<file path="src/rtl/lsu_pkg.sv">
// Shared definitions for the load/store unit: FSM state encoding, RV32I
// load/store funct3 codes, byte-enable patterns and the access legality
// helpers used when an EX-stage memory op is offered.
package lsu_pkg;

  typedef enum logic [1:0] {
    IDLE = 2'd0,
    REQ  = 2'd1,
    DONE = 2'd2
  } lsu_state_e;

  // RV32I funct3 for loads/stores; bits [1:0] encode the access size.
  localparam logic [2:0] F3_B  = 3'b000;
  localparam logic [2:0] F3_H  = 3'b001;
  localparam logic [2:0] F3_W  = 3'b010;
  localparam logic [2:0] F3_BU = 3'b100;
  localparam logic [2:0] F3_HU = 3'b101;

  // Byte-enable patterns for lane 0; shifted up by addr[1:0] at use.
  localparam logic [3:0] BE_NONE = 4'b0000;
  localparam logic [3:0] BE_BYTE = 4'b0001;
  localparam logic [3:0] BE_HALF = 4'b0011;
  localparam logic [3:0] BE_WORD = 4'b1111;

  // Unsigned variants exist only for loads.
  function automatic logic funct3_legal(input logic is_store, input logic [2:0] f3);
    logic ok;
    case (f3)
      F3_B, F3_H, F3_W: ok = 1'b1;
      F3_BU, F3_HU:     ok = ~is_store;
      default:          ok = 1'b0;
    endcase
    return ok;
  endfunction

  function automatic logic misaligned(input logic [2:0] f3, input logic [1:0] addr_lo);
    logic bad;
    case (f3[1:0])
      2'b00:   bad = 1'b0;
      2'b01:   bad = addr_lo[0];
      default: bad = (addr_lo != 2'b00);
    endcase
    return bad;
  endfunction

endpackage

</file>
<file path="src/rtl/lsu_if.sv">
// Data-memory bus between the load/store unit (master) and memory (slave).
//   bus_req/bus_we/bus_addr/bus_be/bus_wdata : request, held until bus_ack
//   bus_ack/bus_rdata                        : completion and read word
interface lsu_if;
  logic        bus_req;
  logic        bus_we;
  logic [31:0] bus_addr;
  logic [3:0]  bus_be;
  logic [31:0] bus_wdata;
  logic        bus_ack;
  logic [31:0] bus_rdata;

  modport master (
    output bus_req, bus_we, bus_addr, bus_be, bus_wdata,
    input  bus_ack, bus_rdata
  );

  modport slave (
    input  bus_req, bus_we, bus_addr, bus_be, bus_wdata,
    output bus_ack, bus_rdata
  );
endinterface

</file>
<file path="src/rtl/lsu_align.sv">
// Lane alignment for the load/store unit (purely combinational).
//   funct3, addr_lo : access size/sign and byte offset within the word
//   wdata -> wdata_rep, be : store data replicated across lanes, byte enables
//   rdata -> rdata_ext     : load lane extracted and sign/zero-extended
module lsu_align
  import lsu_pkg::*;
(
  input  logic [2:0]  funct3,
  input  logic [1:0]  addr_lo,
  input  logic [31:0] wdata,
  input  logic [31:0] rdata,
  output logic [3:0]  be,
  output logic [31:0] wdata_rep,
  output logic [31:0] rdata_ext
);

  logic [31:0] shifted;
  logic        sign_ext;

  // NOTE: every output gets a default before the case so no path leaves a
  // value unassigned and no latch is inferred.
  always_comb begin
    be        = BE_NONE;
    wdata_rep = wdata;
    rdata_ext = '0;
    shifted   = rdata >> {addr_lo, 3'b000};
    sign_ext  = ~funct3[2];
    case (funct3[1:0])
      2'b00: begin
        be        = BE_BYTE << addr_lo;
        wdata_rep = {4{wdata[7:0]}};
        rdata_ext = {{24{sign_ext & shifted[7]}}, shifted[7:0]};
      end
      2'b01: begin
        be        = BE_HALF << addr_lo;
        wdata_rep = {2{wdata[15:0]}};
        rdata_ext = {{16{sign_ext & shifted[15]}}, shifted[15:0]};
      end
      default: begin
        // Word accesses are aligned, so the shift is zero here.
        be        = BE_WORD;
        rdata_ext = shifted;
      end
    endcase
  end

endmodule

</file>
<file path="src/rtl/load_store_unit.sv">
// RV32I load/store unit: accepts one EX-stage memory op at a time, runs it
// on the data-memory bus with a wait-cycle timeout, and returns load data
// to writeback. Illegal/misaligned ops and timeouts raise a one-cycle lsu_err.
//   clk, rst_n      : clock; synchronous reset, asserted high
//   ex_*            : memory op from EX (valid, read/write, funct3, addr, data, rd)
//   lsu_stall       : freeze upstream while an op is accepted or in flight
//   wb_valid/rd/rdata : load writeback, one cycle in DONE
//   lsu_err         : one-cycle error pulse
//   bus             : data-memory bus master
module load_store_unit
  import lsu_pkg::*;
#(
  parameter int MAX_WAIT = 16
) (
  input  logic        clk,
  input  logic        rst_n,
  input  logic        ex_valid,
  input  logic        ex_memread,
  input  logic        ex_memwrite,
  input  logic [2:0]  ex_funct3,
  input  logic [31:0] ex_addr,
  input  logic [31:0] ex_wdata,
  input  logic [4:0]  ex_rd,
  output logic        lsu_stall,
  output logic        wb_valid,
  output logic [4:0]  wb_rd,
  output logic [31:0] wb_rdata,
  output logic        lsu_err,
  lsu_if.master       bus
);

  localparam int              CNT_W    = $clog2(MAX_WAIT + 1);
  localparam logic [CNT_W-1:0] CNT_LAST = CNT_W'(MAX_WAIT - 1);

  lsu_state_e       state_q, state_d;
  logic [CNT_W-1:0] cnt_q, cnt_d;
  logic             store_q, store_d;
  logic [2:0]       funct3_q, funct3_d;
  logic [31:0]      addr_q, addr_d;
  logic [31:0]      wdata_q, wdata_d;
  logic [31:0]      rdata_q, rdata_d;
  logic [4:0]       rd_q, rd_d;
  logic             err_q, err_d;

  logic        ex_op, ex_bad, accept, in_req, ld_done;
  logic [3:0]  be_lane;
  logic [31:0] wdata_lane, rdata_lane;

  // Alignment works off the latched op so bus outputs stay stable in REQ.
  lsu_align u_align (
    .funct3    (funct3_q),
    .addr_lo   (addr_q[1:0]),
    .wdata     (wdata_q),
    .rdata     (rdata_q),
    .be        (be_lane),
    .wdata_rep (wdata_lane),
    .rdata_ext (rdata_lane)
  );

  assign ex_op  = ex_valid & (ex_memread | ex_memwrite);
  assign ex_bad = (ex_memread & ex_memwrite)
                | ~funct3_legal(ex_memwrite, ex_funct3)
                | misaligned(ex_funct3, ex_addr[1:0]);

  always_comb begin
    state_d  = state_q;
    cnt_d    = cnt_q;
    store_d  = store_q;
    funct3_d = funct3_q;
    addr_d   = addr_q;
    wdata_d  = wdata_q;
    rdata_d  = rdata_q;
    rd_d     = rd_q;
    err_d    = 1'b0;
    accept   = 1'b0;
    case (state_q)
      IDLE: begin
        if (ex_op) begin
          if (ex_bad) begin
            err_d = 1'b1;
          end else begin
            accept   = 1'b1;
            store_d  = ex_memwrite;
            funct3_d = ex_funct3;
            addr_d   = ex_addr;
            wdata_d  = ex_wdata;
            rd_d     = ex_rd;
            cnt_d    = '0;
            state_d  = REQ;
          end
        end
      end
      REQ: begin
        // An ack on the last allowed cycle still completes the access.
        if (bus.bus_ack) begin
          rdata_d = bus.bus_rdata;
          state_d = DONE;
        end else if (cnt_q == CNT_LAST) begin
          err_d   = 1'b1;
          state_d = IDLE;
        end else begin
          cnt_d = cnt_q + 1'b1;
        end
      end
      DONE:    state_d = IDLE;
      default: state_d = IDLE;
    endcase
  end

  // NOTE: state is updated with non-blocking assignments only, so every flop
  // samples the pre-edge values of the others.
  always_ff @(posedge clk) begin
    if (rst_n) begin
      state_q  <= IDLE;
      cnt_q    <= '0;
      store_q  <= 1'b0;
      funct3_q <= '0;
      addr_q   <= '0;
      wdata_q  <= '0;
      rdata_q  <= '0;
      rd_q     <= '0;
      err_q    <= 1'b0;
    end else begin
      state_q  <= state_d;
      cnt_q    <= cnt_d;
      store_q  <= store_d;
      funct3_q <= funct3_d;
      addr_q   <= addr_d;
      wdata_q  <= wdata_d;
      rdata_q  <= rdata_d;
      rd_q     <= rd_d;
      err_q    <= err_d;
    end
  end

  assign in_req  = (state_q == REQ);
  assign ld_done = (state_q == DONE) & ~store_q;

  assign lsu_stall = in_req | accept;
  assign lsu_err   = err_q;
  assign wb_valid  = ld_done;
  assign wb_rd     = ld_done ? rd_q : '0;
  assign wb_rdata  = ld_done ? rdata_lane : '0;

  // Bus outputs are forced to zero whenever no request is outstanding.
  assign bus.bus_req   = in_req;
  assign bus.bus_we    = in_req & store_q;
  assign bus.bus_addr  = in_req ? {addr_q[31:2], 2'b00} : '0;
  assign bus.bus_be    = in_req ? be_lane : BE_NONE;
  assign bus.bus_wdata = in_req ? wdata_lane : '0;

endmodule

</file>
<file path="src/flat_wrapper.sv">
// flat-port wrapper written by rule: the top's interface ports become plain ports
module load_store_unit_flat import lsu_pkg::*;
#(
  parameter int MAX_WAIT = 16
)
  (clk, rst_n, ex_valid, ex_memread, ex_memwrite, ex_funct3, ex_addr, ex_wdata, ex_rd, lsu_stall, wb_valid, wb_rd, wb_rdata, lsu_err, bus_bus_req, bus_bus_we, bus_bus_addr, bus_bus_be, bus_bus_wdata, bus_bus_ack, bus_bus_rdata);
  lsu_if bus_i ();
  input  logic clk;
  input  logic rst_n;
  input  logic ex_valid;
  input  logic ex_memread;
  input  logic ex_memwrite;
  input  logic [2:0] ex_funct3;
  input  logic [31:0] ex_addr;
  input  logic [31:0] ex_wdata;
  input  logic [4:0] ex_rd;
  output logic lsu_stall;
  output logic wb_valid;
  output logic [4:0] wb_rd;
  output logic [31:0] wb_rdata;
  output logic lsu_err;
  output wire logic [$bits(bus_i.bus_req)-1:0] bus_bus_req;
  output wire logic [$bits(bus_i.bus_we)-1:0] bus_bus_we;
  output wire logic [$bits(bus_i.bus_addr)-1:0] bus_bus_addr;
  output wire logic [$bits(bus_i.bus_be)-1:0] bus_bus_be;
  output wire logic [$bits(bus_i.bus_wdata)-1:0] bus_bus_wdata;
  input wire logic [$bits(bus_i.bus_ack)-1:0] bus_bus_ack;
  input wire logic [$bits(bus_i.bus_rdata)-1:0] bus_bus_rdata;
  assign bus_bus_req = bus_i.bus_req;
  assign bus_bus_we = bus_i.bus_we;
  assign bus_bus_addr = bus_i.bus_addr;
  assign bus_bus_be = bus_i.bus_be;
  assign bus_bus_wdata = bus_i.bus_wdata;
  assign bus_i.bus_ack = bus_bus_ack;
  assign bus_i.bus_rdata = bus_bus_rdata;
  load_store_unit #(.MAX_WAIT(MAX_WAIT)) u_core (.clk(clk), .rst_n(rst_n), .ex_valid(ex_valid), .ex_memread(ex_memread), .ex_memwrite(ex_memwrite), .ex_funct3(ex_funct3), .ex_addr(ex_addr), .ex_wdata(ex_wdata), .ex_rd(ex_rd), .lsu_stall(lsu_stall), .wb_valid(wb_valid), .wb_rd(wb_rd), .wb_rdata(wb_rdata), .lsu_err(lsu_err), .bus(bus_i));
endmodule
</file>
<file path="config.mk">
export PLATFORM = sky130hd
export DESIGN_NAME = load_store_unit_flat
export DESIGN_NICKNAME = d
export VERILOG_FILES = /design/src/rtl/lsu_pkg.sv /design/src/rtl/lsu_if.sv /design/src/rtl/lsu_align.sv /design/src/rtl/load_store_unit.sv /design/src/flat_wrapper.sv
export SDC_FILE = /design/constraint.sdc
export NUM_CORES = 1
export LEC_CHECK = 0
export CELL_PAD_IN_SITES_DETAIL_PLACEMENT = 2
export CELL_PAD_IN_SITES_GLOBAL_PLACEMENT = 2
export CORE_ASPECT_RATIO = 1.75
export CORE_MARGIN = 1.5
export CORE_UTILIZATION = 26
export DETAILED_ROUTE_END_ITERATION = 10
export PLACE_DENSITY = 0.86
export SETUP_SLACK_MARGIN = 0.3
export SLEW_MARGIN = 25
export SYNTH_ARGS = -nofsm -noshare
export SYNTH_HDL_FRONTEND = slang
export SYNTH_SLANG_ARGS = --single-unit
</file>
<file path="constraint.sdc">
create_clock -name clk -period 6.1 [get_ports clk]
set_clock_uncertainty 0.2 [all_clocks]
set_input_delay 0.61 -clock clk [delete_from_list [all_inputs] [get_ports clk]]
set_output_delay 0.61 -clock clk [all_outputs]
set_load 0.05 [all_outputs]
</file>
Word level (Yosys, flattened, before mapping)
Cells that the tools add are included.
- input bits: 110
- register bits: 113
- output and inout port bits: 110
- muxes and demuxes: 28
- bitwise gates (word level): 15
- add/sub/neg operators: 1
- equality and inequality tests: 14
- reductions and logical operators: 12
- shift operators: 3
- operator list (cell ; count):
    32-bit case mux with 2 select lines ; 2
    32-bit two-way mux ; 3
    32-bit by 5-bit >> shifter with 32-bit output ; 1
    5-bit two-way mux ; 5
    5-bit case mux with 2 select lines ; 1
    2-bit two-way mux ; 4
    4-bit case mux with 2 select lines ; 1
    1-bit two-way mux ; 7
    1-bit bitwise AND ; 6
    2-bit by 1-bit equality test with 1-bit output (second input constant) ; 3
    3-bit equality test (second input constant) ; 2
    2-bit zero test ; 3
    2-bit inequality test (second input constant) ; 3
    1-bit case mux with 2 select lines ; 3
    3-bit AND reduction ; 2
    5-bit by 1-bit adder with 5-bit output (second input constant) ; 1
    5-bit by 4-bit equality test with 1-bit output (second input constant) ; 1
    1-bit inverter ; 5
    5-bit AND reduction ; 1
    4-bit two-way mux ; 1
    1-bit OR ; 4
    2-bit case mux with 2 select lines ; 1
    2-bit nonzero test ; 2
    1-bit by 2-bit << shifter with 4-bit output (first input constant) ; 1
    10 further kinds ; 10

Longest topological paths before layout
- depth in word-level cells: 10
- gate-level depth with buffers: 7
- gate-level depth less buffers: 7

Hierarchy
From an unflattened synthesis, not the netlist that was laid out.
- cell total of the unflattened synthesis: 895
- area, all modules: 6655.1 µm²
- modules (own cells, without submodules) (module ; area each (µm²) ; times used ; cells each):
    load_store_unit ; 5337.6 ; 1 ; 713
    lsu_align ; 1317.5 ; 1 ; 182

Worst setup path before layout
OpenSTA, ideal clock, no wires.
- path type: input to output
- from: input port ex_funct3[2]
- to: output port lsu_stall
- path slack: 2.831 ns
- path buffers: 2
- stages: 5
- arrival time: 2.459 ns
- path through: o31ai_1 -> nand3_2 -> buf_6 -> clkbuf_1 -> o21ai_0
- word-level cells in the longest chain between the ends: 10
- elaborated cells between the ends (all ways): 15
- RTL lines (element ; RTL line ; RTL):
    from (decl) ; flat_wrapper.sv:13 ; input logic [2:0] ex_funct3;
    3-bit by 1-bit equality test with 1-bit output, or another cell as far along ; lsu_pkg.sv:28 ; case (f3)
    3-bit OR reduction or 2-bit OR reduction (tied branches) ; lsu_pkg.sv:28 ;
    1-bit case mux with 2 select lines (*) ; lsu_pkg.sv:28 ;
    1-bit inverter (*) ; load_store_unit.sv:62 ; | ~funct3_legal(ex_memwrite, ex_funct3)
    1-bit OR (*) ; load_store_unit.sv:62 ;
    1-bit OR (*) ; load_store_unit.sv:63 ; | misaligned(ex_funct3, ex_addr[1:0]);
    1-bit two-way mux (*) ; load_store_unit.sv:79 ; if (ex_bad) begin
    1-bit two-way mux (*) ; load_store_unit.sv:78 ; if (ex_op) begin
    1-bit two-way mux (*) ; load_store_unit.sv:76 ; case (state_q)
    1-bit OR (*) ; load_store_unit.sv:139 ; assign lsu_stall = in_req | accept;
    to (decl) ; flat_wrapper.sv:17 ; output logic lsu_stall;
Mark *: on every way between the ends. The rest lies on a longest branch, timed or not.

Worst setup path in the final report
- from: register u_core.addr_q[1]
- to: output port wb_rdata[25]
- word-level cells in the longest chain between the ends: 4
- elaborated cells between the ends (all ways): 5
- RTL lines (element ; RTL line ; RTL):
    from (decl) ; load_store_unit.sv:39 ; logic [31:0] addr_q, addr_d;
    from (signal assigned) ; load_store_unit.sv:128 ; addr_q <= addr_d;
    32-bit by 5-bit >> shifter with 32-bit output (*) ; lsu_align.sv:26 ; shifted = rdata >> {addr_lo, 3'b000};
    1-bit bitwise AND, on equally long branches ; lsu_align.sv:37, lsu_align.sv:32 ;
    32-bit case mux with 2 select lines (*) ; lsu_align.sv:28 ; case (funct3[1:0])
    32-bit two-way mux (*) ; load_store_unit.sv:143 ; assign wb_rdata = ld_done ? rdata_lane : '0;
    to (decl) ; flat_wrapper.sv:20 ; output logic [31:0] wb_rdata;
Marks and branches as above.

==> flow_metrics.py <==
metrics = {
    "status": {
        "status": "finished clean",
    },
    "placement": {
        "io_buffers": 217,
        "preCtsSetupSlack_ns": 1.61,
        "hpwl_um": 17600,
        "dpl-instance-area_um2": 8490,
        "gp_congestion": 0.793,
        "dp.cells": 1293,
    },
    "timing": {
        "max_clock_freq_ghz": 0.224,
        "rsz0062_at_grt": "no",
        "fin_crit_sh": 0.731,
        "slew_viol_final": 0,
        "hold_slack_ns": 0.253,
        "finalWorstSetupSlack_ns": 1.64,
        "setup_viol": 0,
        "worst_slew_pin_slew_ns": 0.906,
        "min_period_ns": 4.46,
        "final_hold_viol_count": 0,
        "slew_headroom": 0.396,
        "fin_setup_tns_ns": 0,
    },
    "routing": {
        "vias": 6499,
        "vias_per_cell": 4.90,
        "drtAntennaViolNets": 0,
        "drc": 0,
        "wl_um": 24900,
        "drtPass1Iterations": 4,
        "avgRoutedWirePerCell_um": 18.8,
        "drt_iter0_drc": 291,
    },
    "global_routing": {
        "grt_pass1_vias": 7213,
        "grt_overflow": 0,
        "grt_max_degree": 86,
        "grt.total_usage": 0.203,
        "grt_pass1_wl_um": 39300,
        "antenna_found_initial": 0,
    },
    "floorplan": {
        "ioPinCount": 220,
        "rows": 74,
        "die_y_um": 207,
        "core_um2": 23400,
        "start_util": 0.265,
        "dieArea_um2": 24900,
        "fp.dieW_um": 120,
    },
    "logic_synthesis": {
        "ys_warn_count": 0,
        "synth_cells": 843,
        "ys_seq_area_frac": 0.364,
        "synth-edff-count": 0,
        "ys_ff_latch": 113,
        "synth_ff_type": "dfxtp_1",
        "synthesis.area_um2": 6210,
        "ys_async_sr_fraction": 0,
        "syn_avg_cell_area_um2": 7.37,
        "ys_types": 47,
    },
    "worst_setup_path": {
        "start_kind": "register",
        "path_max_fanout": 29,
        "worstPathArrival_ns": 3.65,
        "cp-end-kind": "output port",
        "required_ns": 5.29,
        "crit_type": "reg -> out",
    },
    "pwr": {
        "total_power_mw": 2.00,
        "p_leak_nw": 3.24,
        "power_density_nw_per_um2": 220,
        "vdd_drop_max_uv": 168,
    },
    "layout": {
        "layout-drive-gt1-share": 0.0588,
        "layoutNonFillerInstCount": 1325,
        "syn_to_final_growth_pct": 46.2,
        "layout.nets": 1120,
        "diodes": 0,
        "fin_area_um2": 9080,
        "fin_util": 0.388,
    },
    "worst_hold_path": {
        "min_path_type": "reg -> reg",
    },
    "cts": {
        "clock_path_buffers": 2,
        "cts_made_buffers": 17,
        "clk_latency_ns": 0.42,
        "path_clk_slew_ns": 0.05,
        "cts.repair.resized": 0,
        "htreeDepth": 4,
        "cts_tree": "yes",
        "cts_sinks": 113,
        "root_buffer": "clkbuf_16",
        "holdBufCountCts": 0,
        "post-cts-setup-buffers": 0,
    },
    "flow_run": {
        "max_cap_viol_count": 0,
    },
}
flip-flops by register name (all words and copies together), names as in the netlist:
| signal | flops |
|---|---|
| u_core.wdata_q | 32 |
| u_core.state_q | 2 |
| u_core.rdata_q | 32 |
| u_core.lsu_err | 1 |
| u_core.store_q | 1 |
| u_core.addr_q | 32 |
| u_core.rd_q | 5 |
| u_core.funct3_q | 3 |
| u_core.cnt_q | 5 |
area by class of cell:
| cell class | instances | area [um^2] |
|---|---|---|
| multi-input cells | 573 | 3320 |
| fillers | 2687 | 14300 |
| flip-flops and latches | 113 | 2260 |
| repair buffers | 225 | 2230 |
| inverters | 78 | 293 |
| well taps | 304 | 380 |
| clock buffers | 23 | 488 |
| clock inverters | 9 | 105 |
cell usage after synthesis (3+ instances only):
cell type	n	area, um^2
o2bb2ai_1	7	61.3
nor2b_1	9	56.3
clkbuf_1	57	214
a211oi_1	15	113
and2_1	45	282
buf_4	3	22.5
or3_1	77	482
a21oi_1	134	671
o21ai_0	76	380
nor2_1	36	135
o21ai_2	8	70.1
inv_1	76	285
buf_6	4	45.0
nand2b_1	3	18.8
mux2i_1	32	320
nand2_1	92	345
a21o_1	8	60.1
buf_2	14	70.1
dfxtp_1	113	2260
logic make-up (layout without fill, tap and decap cells):
family                     Yosys count  count (layout)  share of synthesized area
muxes                               34              34                     0.0552
adders and majority gates            2               2                    0.00403
DFF                                113             113                      0.364
buffers and inverters              158             335                      0.105
other                                1               2                   0.000604
xor gates and xnor gates             2               2                    0.00282
and+or+nand+nor                    273             273                      0.228
AOI/OAI and AO/OA                  260             260                      0.240
critical path: stages, from the launching register on:
cell             delay [ns]
dfxtp_1                0.30
buf_4                  0.24
nor2b_1                0.65
a32oi_1                0.32
a2111oi_4              0.76
a21o_1                 0.16
clkdlybuf4s50_1        0.80
metal layers:
| metal | routed length, um | track usage | vias to the layer above | share of wire |
|---|---|---|---|---|
| li1 | - | - | 3147 | - |
| met1 | 9620 | 0.213 | 3132 | 0.39 |
| met2 | 13400 | 0.381 | 173 | 0.54 |
| met3 | 997 | 0.0418 | 47 | 0.040 |
| met4 | 838 | 0.0932 | 0 | 0.034 |
| met5 | 0 | 0 | - | 0 |
power by group:
part	internal, mW	switching, mW
sequential	0.757	0.0166
clock	0.642	0.359
combinational	0.0983	0.123
cells in the final DEF, fill, tap and decap left out, types with 2 or more instances in the layout:
master	instances
bufinv_16	2
inv_1	76
xor2_1	2
nand2_1	91
and2_1	45
o21ai_2	8
o21ai_0	76
clkbuf_1	2
clkbuf_16	17
o211ai_1	2
nor2_1	36
a211oi_1	15
nand2b_1	3
clkinv_2	4
clkbuf_8	4
nor3_1	2
mux2i_1	32
a21o_1	8
dfxtp_1	112
o2bb2ai_1	7
conb_1	2
ha_1	2
or3_1	77
clkinv_4	2
nor2b_1	9
inv_2	2
a21oi_1	134
clkdlybuf4s50_1	216
buf_4	9
worst paths after layout:
path,from,cells after the start,to,slack [ns]
max,u_core.addr_q[1]$_SDFFE_PP0P_,6,wb_rdata[25],1.64
min,u_core.rdata_q[15]$_SDFFE_PP0P_,2,u_core.rdata_q[15]$_SDFFE_PP0P_,0.25
max reg2reg,u_core.state_q[1]$_SDFFE_PP0P_,6,u_core.cnt_q[4]$_SDFFE_PP0P_,3.28
min reg2reg,u_core.rdata_q[15]$_SDFFE_PP0P_,2,u_core.rdata_q[15]$_SDFFE_PP0P_,0.25
Note: power is estimated with default switching activity, not from simulation.
